[src/rtl/sum_accumulator_if.sv]
// rtl/sum_accumulator_if.sv - handshake and result bundle between adder, accumulator and consumer
interface sum_accumulator_if #(
    parameter int DATA_W  = 8,
    parameter int ACC_W   = 16,
    parameter int COUNT_W = 8
);
    logic               start;
    logic [COUNT_W-1:0] num_samples;
    logic               in_valid;
    logic               in_ready;
    logic [DATA_W-1:0]  in_sum;
    logic               in_cout;
    logic               out_valid;
    logic               out_ready;
    logic [ACC_W-1:0]   out_acc;
    logic               out_ovf;
    logic               busy;

    modport master (
        output start, num_samples, in_valid, in_sum, in_cout, out_ready,
        input  in_ready, out_valid, out_acc, out_ovf, busy
    );

    modport slave (
        input  start, num_samples, in_valid, in_sum, in_cout, out_ready,
        output in_ready, out_valid, out_acc, out_ovf, busy
    );
endinterface

[src/rtl/sum_accumulator.sv]
// rtl/sum_accumulator.sv - accumulates a programmed number of {cout,sum} adder results; SUM_ACCUMULATOR_SATURATE_EN selects clamping
module sum_accumulator #(
    parameter int DATA_W  = 8,
    parameter int ACC_W   = 16,
    parameter int COUNT_W = 8
) (
    input  logic                  clk,
    input  logic                  rst_n,
    sum_accumulator_if.slave      bus
);

    localparam logic [1:0] ST_IDLE  = 2'd0;
    localparam logic [1:0] ST_ACCUM = 2'd1;
    localparam logic [1:0] ST_DONE  = 2'd2;

    logic [1:0]         state;
    logic [ACC_W-1:0]   acc;
    logic [COUNT_W-1:0] cnt;
    logic               ovf;

    logic [ACC_W-1:0]   operand;
    logic [ACC_W:0]     sum_ext;
    logic [ACC_W-1:0]   acc_next;
    logic               beat;

    // Operand is the 9-bit adder result, zero-extended to the accumulator width
    assign operand = {{(ACC_W-DATA_W-1){1'b0}}, bus.in_cout, bus.in_sum};
    assign sum_ext = {1'b0, acc} + {1'b0, operand};
    assign beat    = (state == ST_ACCUM) && bus.in_valid;

    // Next accumulator value: clamp once overflowed, or wrap modulo 2^ACC_W
    always_comb begin
        acc_next = sum_ext[ACC_W-1:0];
`ifdef SUM_ACCUMULATOR_SATURATE_EN
        if (sum_ext[ACC_W] || ovf) begin
            acc_next = {ACC_W{1'b1}};
        end
`endif
    end

    // Run control: start a run in IDLE, count accepted beats, hold total until taken
    always_ff @(posedge clk or negedge rst_n) begin
        if (!rst_n) begin
            state <= ST_IDLE;
            acc   <= '0;
            cnt   <= '0;
            ovf   <= 1'b0;
        end else begin
            case (state)
                ST_IDLE: begin
                    if (bus.start) begin
                        acc   <= '0;
                        ovf   <= 1'b0;
                        cnt   <= bus.num_samples;
                        state <= (bus.num_samples == '0) ? ST_DONE : ST_ACCUM;
                    end
                end
                ST_ACCUM: begin
                    if (beat) begin
                        acc <= acc_next;
                        cnt <= cnt - COUNT_W'(1);
                        if (sum_ext[ACC_W]) begin
                            ovf <= 1'b1;
                        end
                        if (cnt == COUNT_W'(1)) begin
                            state <= ST_DONE;
                        end
                    end
                end
                ST_DONE: begin
                    if (bus.out_ready) begin
                        state <= ST_IDLE;
                    end
                end
                default: begin
                    state <= ST_IDLE;
                end
            endcase
        end
    end

    // Outputs come straight from state and registers so reset clears them at once
    assign bus.in_ready  = (state == ST_ACCUM);
    assign bus.out_valid = (state == ST_DONE);
    assign bus.busy      = (state != ST_IDLE);
    assign bus.out_acc   = acc;
    assign bus.out_ovf   = ovf;

endmodule

[src/flat_wrapper.sv]
// flat-port wrapper written by rule: the top's interface ports become plain ports
module sum_accumulator_flat 
#(
    parameter int DATA_W  = 8,
    parameter int ACC_W   = 16,
    parameter int COUNT_W = 8
)
  (clk, rst_n, bus_start, bus_num_samples, bus_in_valid, bus_in_sum, bus_in_cout, bus_out_ready, bus_in_ready, bus_out_valid, bus_out_acc, bus_out_ovf, bus_busy);
  sum_accumulator_if #(.DATA_W(DATA_W), .ACC_W(ACC_W), .COUNT_W(COUNT_W)) bus_i ();
  input  logic clk;
  input  logic rst_n;
  input wire logic [$bits(bus_i.start)-1:0] bus_start;
  input wire logic [$bits(bus_i.num_samples)-1:0] bus_num_samples;
  input wire logic [$bits(bus_i.in_valid)-1:0] bus_in_valid;
  input wire logic [$bits(bus_i.in_sum)-1:0] bus_in_sum;
  input wire logic [$bits(bus_i.in_cout)-1:0] bus_in_cout;
  input wire logic [$bits(bus_i.out_ready)-1:0] bus_out_ready;
  output wire logic [$bits(bus_i.in_ready)-1:0] bus_in_ready;
  output wire logic [$bits(bus_i.out_valid)-1:0] bus_out_valid;
  output wire logic [$bits(bus_i.out_acc)-1:0] bus_out_acc;
  output wire logic [$bits(bus_i.out_ovf)-1:0] bus_out_ovf;
  output wire logic [$bits(bus_i.busy)-1:0] bus_busy;
  assign bus_i.start = bus_start;
  assign bus_i.num_samples = bus_num_samples;
  assign bus_i.in_valid = bus_in_valid;
  assign bus_i.in_sum = bus_in_sum;
  assign bus_i.in_cout = bus_in_cout;
  assign bus_i.out_ready = bus_out_ready;
  assign bus_in_ready = bus_i.in_ready;
  assign bus_out_valid = bus_i.out_valid;
  assign bus_out_acc = bus_i.out_acc;
  assign bus_out_ovf = bus_i.out_ovf;
  assign bus_busy = bus_i.busy;
  sum_accumulator #(.DATA_W(DATA_W), .ACC_W(ACC_W), .COUNT_W(COUNT_W)) u_core (.clk(clk), .rst_n(rst_n), .bus(bus_i));
endmodule
[config.mk]
export PLATFORM = sky130hd
export DESIGN_NAME = sum_accumulator_flat
export DESIGN_NICKNAME = d
export VERILOG_FILES = /design/src/rtl/sum_accumulator_if.sv /design/src/rtl/sum_accumulator.sv /design/src/flat_wrapper.sv
export SDC_FILE = /design/constraint.sdc
export NUM_CORES = 1
export LEC_CHECK = 0
export ABC_CLOCK_PERIOD_IN_PS = 1800
export CORE_MARGIN = 4
export CORE_UTILIZATION = 40
export DETAILED_ROUTE_END_ITERATION = 12
export PLACE_DENSITY = 0.67
export SYNTH_ARGS = -nofsm -noshare
export SYNTH_HDL_FRONTEND = slang
export SYNTH_SLANG_ARGS = --single-unit
[constraint.sdc]
create_clock -name clk -period 1.8 [get_ports clk]
set_input_delay 0.36 -clock clk [delete_from_list [all_inputs] [get_ports clk]]
set_output_delay 0.36 -clock clk [all_outputs]
set_load 0.01 [all_outputs]
; ---- Word-level counts from Yosys, hierarchy flattened
; Cells that the tools add are included.
[totals]
regBits = 27
in_bits = 22
out_inout_bits = 20
[classes]
eq_ne = 8
mux = 16
reduce_logical = 8
n_addsub = 2
[op_table]
columns = cell, n
row1 = 16-bit two-way mux, 2
row2 = 16-bit one-hot mux with 2 select lines, 1
row3 = 16-bit by 9-bit adder with 17-bit output, 1
row4 = 8-bit two-way mux, 2
row5 = 8-bit one-hot mux with 2 select lines, 1
row6 = 2-bit two-way mux, 5
row7 = "8-bit by 1-bit == test with 1-bit output, second input constant", 1
row8 = 8-bit logical NOT, 1
row9 = 4-bit AND reduction, 2
row10 = "8-bit by 1-bit subtractor with 8-bit output, second input constant", 1
row11 = "2-bit by 1-bit inequality test with 1-bit output, second input constant", 3
row12 = 2-bit one-hot mux with 3 select lines, 1
row13 = "2-bit inequality test, second input constant", 2
row14 = 2-bit nonzero test, 2
row15 = 1-bit two-way mux, 3
row16 = 3-bit AND reduction, 1
row17 = "2-bit by 1-bit == test with 1-bit output, second input constant", 1
row18 = "2-bit == test, second input constant", 1
row19 = 2-bit logical NOT, 1
row20 = 1-bit one-hot mux with 2 select lines, 1
row21 = 1-bit logical AND, 1

; ---- Depth between registers and ports, before layout
[depth]
depth_word = 4
mapped_depth = 7
ltp_nobuf = 7

; ---- Worst setup path after synthesis
; OpenSTA, ideal clock, no wires.
[synth_timing]
path_kind = flip-flop to flip-flop
from = reg u_core.acc[1] (netlist: u_core.bus.out_acc[1])
to = reg u_core.acc[11] (netlist: u_core.bus.out_acc[11])
arrival_time_ps = 1883
t_required_ps = 1674
setup_ps = 126
stages_incl_launch_ff = 8
synth_period_minus_slack_ps = 2010
path_slack_ps = -210
path_cell_list = dfrtp_1 ha_1 a211oi_1 o21ai_0 a31o_2 buf_4 mux2i_1 a311o_1
[synth_between]
elab_chain_cells = 3
[synth_rtl]
columns = element, line
row1 = start: declaration, sum_accumulator.sv:17  ; logic [ACC_W-1:0] acc;
row2 = start signal: assignment, sum_accumulator.sv:60  ; acc <= acc_next;
row3 = 16-bit by 9-bit adder with 17-bit output, sum_accumulator.sv:28  ; assign sum_ext = {1'b0, acc} + {1'b0, operand};
row4 = 16-bit two-way mux, sum_accumulator.sv:59  ; if (beat) begin
row5 = 16-bit one-hot mux with 2 select lines, sum_accumulator.sv:49  ; case (state)
; No other way between the ends. The select of a mux whose other input is x is not followed.
; A chain may end at the register's enable or synchronous reset.

; ---- Final worst setup path
[layout_timing]
from = in bus_start
to = reg u_core.acc[11] (netlist: u_core.bus.out_acc[11])
[layout_between]
elab_chain_cells = 2
[layout_rtl]
columns = element, line
row1 = start: declaration, flat_wrapper.sv:12  ; input wire logic [$bits(bus_i.start)-1:0] bus_start;
row2 = 2-bit inequality test (no line), --
row3 = 3-bit AND reduction (no line), --
; No other way between the ends.

==> reports/summary.md <==
Multiplexer cells account for 0.542% of the synthesized area. The first detailed-routing pass ran for 4 iterations. The synthesized design contains 0 enable-type register cells.

After synthesis, the netlist uses 52 different library cells. The cell sitting at the root of the clock tree is a clkbuf_8. By area, the combinational part of the netlist is dominated by compound AO/OA/AOI/OAI gates. The tools report the number of antenna violations at the first check in global routing as 0.

The number of nets in the synthesized netlist is 244. For the first-pass GRT wire length, the log shows 9.07 mm. Compared with the post-synthesis result, the final layout area differs by 60.5%. Synthesis produced a netlist whose cell count is 210. Simple-gate share of the synthesized area: 20.7%.

The maximum net fanout on the critical path came out at 6. Entering global routing, the biggest net connects 28 pins. Setup repair after global routing could not meet its margin everywhere. The logs give 0 for the final hold violation count and 2970 um^2 for the summed area of non-filler cells in the final layout. The multi-input combinational cells in the finished layout cover a total of 1300 um^2. The logs give 27 for the count of clock tree sinks and 1 for the maximum level of the CTS H-tree. Static timing analysis puts the maximum clock frequency at 0.555 GHz. For the finished layout, the period the worst path requires is 1.80 ns.

Summing the areas of all xor and xnor instances in the mapped netlist gives 3.32% of the synthesized area. The flip-flop and latch count after synthesis is 27, and the detailed-placement wirelength estimate is 3.70 mm. Required time reported for the critical path endpoint: 1.97 ns. The worst setup path is launched from an input pin. The layer flagged by global routing as most heavily used is met2.

The synthesized netlist devotes 8.53% of its cell area to adder and majority cells. The final reports fail on setup timing. The synthesized netlist devotes 25.7% of its cell area to compound gates.

The total routed wirelength is 5.25 mm. Across the run, the number of max-cap violations was 0. The total area inside the core boundary comes to 4410 um^2. The routed layout has 1,990 vias.

Number of synthesis warnings: 0. STA puts the critical path data arrival time at 1.98 ns. The library cell used most frequently in the layout, excluding fill and tap cells, is buf_4. The slowest stage of the critical path belongs to the cell clkdlybuf4s50_1. The run gives 1850 um^2 as the area of the mapped netlist. STA classifies the critical path endpoint as a flop.

Counting along the longest clock path gives a buffer depth of 2. Summing all placed instances gives a cell area of 2640 um^2. The final count of pins violating max slew is 0, and the total I/O pin count is 42. Registers take 679 um^2.

The logs give 0 for the total overflow reported by the global router and 0 for the number of diodes added for antenna fixing. The tools report the insertion delay of the later-clocked pin in the worst-skew pair as 0.28 ns. Type of the worst setup path: in -> reg. The worst-case IR drop observed on VDD is 0.788 mV.

Sequential elements use 36.6% of the synthesized area. Setup slack of the critical path after layout: -0.00128 ns. The number of DRC markers after the initial detailed-route iteration was 139. The tools report the number of nets still failing antenna checks after routing as 0. The flow ran to the end, but the final reports show violations.

Global routing used 25.2% of the available met1 tracks. Input and output buffers added on the ports amount to 41. Power spread over the standard cell area amounts to 1530 nW/um^2.

The run gives 1 as the total setup violations reported at the end of the flow. For this design the static power due to leakage is 0.00127 uW. In the synthesized netlist the async set-or-reset flop fraction comes to 100%. At the end of the flow, the number of nets in the layout was 340. For the number of rows in the core area, the log shows 24.

Kind of cell adding the most delay to the critical path: buffers and inverters. The tools report the number of global-route vias before repair as 1,974. The floorplan die height was 76.0 um. The fraction of layout cells with a size suffix above 1 works out to 31.8%.

For the fraction of the core area covered by cells at the end of the flow, the log shows 67.2%. The run gives 0.00362 ns as the worst-case clock skew. Traced cell by cell, the critical path runs through clkdlybuf4s50_1 -> or3b_4 -> buf_6 -> o211ai_1 -> o31ai_1 -> a311o_1. The logs give 18.4% for the overall fraction of global-route tracks in use and 5770 um^2 for the area of the die. The run gives 0 as the DRC violations left.

The met3 global-route usage is 3.19%. Main flop type after synthesis: dfrtp_1. In the layout the commonest cells are buf_4, clkdlybuf4s50_1, nand2_1.

The worst-case register-to-register setup slack was -0.001 ns. After clock tree synthesis, the clock-pin slew on the worst setup and hold paths is 0.10 ns. The number of fill cells is 376, and the number of CTS-inserted buffers is 3. Routability-driven placement finished with a final weighted congestion of 0.839.

Using the TritonRoute via totals, the vias-per-cell ratio works out to 5.57. The final critical path takes up 100% of the cycle. The count of buffering cells on the critical path with inverters included works out to 2.

TritonCTS built the clock tree. The average detailed-routed wire length per instance works out to 14.7 um. The effective utilization at floorplan is 41.9%. The worst hold path belongs to the class in -> async. For met2 alone, demand over resource in global routing was 30.3%.

The peak per-stage delay on the critical path works out to 0.48 ns. The average cell area after synthesis was 8.80 um^2; the die extent in x was 76.0 um. Headroom to the max-slew limit came out at 68.1%.

Pin slew with the least headroom to its limit: 0.475 ns.
[area by class of cell]
cell class              instances  area share [%]
multi-input cells             166            43.7
repair buffers                100            28.7
well taps                      52            2.19
clock buffers                   4            1.52
flip-flops and latches         27            22.9
inverters                       8            1.01
[cells in the mapped netlist, types with 3 or more instances]
| library cell | number | area (um^2) |
|---|---|---|
| o31ai_1 | 3 | 22.5 |
| ha_1 | 11 | 138 |
| nor4_1 | 3 | 18.8 |
| a22oi_1 | 4 | 30.0 |
| dfrtp_1 | 27 | 676 |
| xor2_1 | 3 | 26.3 |
| a21oi_1 | 14 | 70.1 |
| inv_1 | 8 | 30.0 |
| nand3_1 | 6 | 30.0 |
| nand4_1 | 3 | 18.8 |
| or3_1 | 4 | 25.0 |
| xnor2_1 | 4 | 35.0 |
| nor3_1 | 9 | 45.0 |
| nor2_1 | 8 | 30.0 |
| a21o_1 | 3 | 22.5 |
| clkbuf_1 | 3 | 11.3 |
| o211ai_1 | 8 | 60.1 |
| o21ai_0 | 19 | 95.1 |
| nand2_1 | 28 | 105 |
[state kept, by name, summed over array words and instances (netlist names)]
name                flops
u_core.bus.out_acc     16
u_core.cnt              8
u_core.state            2
u_core.bus.out_ovf      1
[per-layer routing]
metal	up-vias	part of all wire, %
met5	-	0
li1	978	-
met2	58	47
met1	950	48
met4	0	0.67
met3	4	4.3
[power by group]
part           total, uW  switching [uW]  internal, uW
Combinational       3040            1390          1650
Sequential          1130             278           848
Clock                375             215           160
[metrics by stage]
step                      power (uW)  setup WS [ns]  std cells  setup TNS (ns)  hold slack, ns
after floorplan                 2600        -0.0124        210         -0.0124          0.0644
after global placement          3670         -0.454        334           -6.32           0.477
after detailed placement        3710         -0.500        334           -7.05           0.479
after CTS                       4390       -0.00155        352        -0.00155           0.461
after global routing            4930        -0.0732        357          -0.338           0.499
final                           4540       -0.00128        357        -0.00128           0.448
[kinds of logic (layout without fill, tap and decap cells)]
logic type	count (synthesis)	in the layout
simple gates	75	75
compound gates	71	71
flops	27	27
buf+inv	17	112
fa+ha+maj	12	12
xor+xnor	7	7
mux	1	1
[worst paths after layout]
check,startpoint,to,cells after the start
setup / recovery,bus_start,u_core.bus.out_acc[11]$_DFFE_PN0P_,6
hold / removal,rst_n,u_core.bus.out_acc[12]$_DFFE_PN0P_,2
setup reg to reg,u_core.state[1]$_DFFE_PN0P_,u_core.bus.out_acc[11]$_DFFE_PN0P_,6
hold reg to reg,u_core.bus.out_ovf$_DFFE_PN0P_,u_core.bus.out_ovf$_DFFE_PN0P_,1
max in group asynchronous,rst_n,u_core.bus.out_acc[1]$_DFFE_PN0P_,2
min in group clk,u_core.bus.out_ovf$_DFFE_PN0P_,u_core.bus.out_ovf$_DFFE_PN0P_,1
[timing repair]
action	in CTS	in global routing
cloned	0	0
setup buffers	14	5
hold endpoints to repair	0	0
hold buffers	0	0
resized for setup	28	15
endpoints found under the setup margin	16	12
pin swaps	13	12
Note: power is estimated with default switching activity, not from simulation.
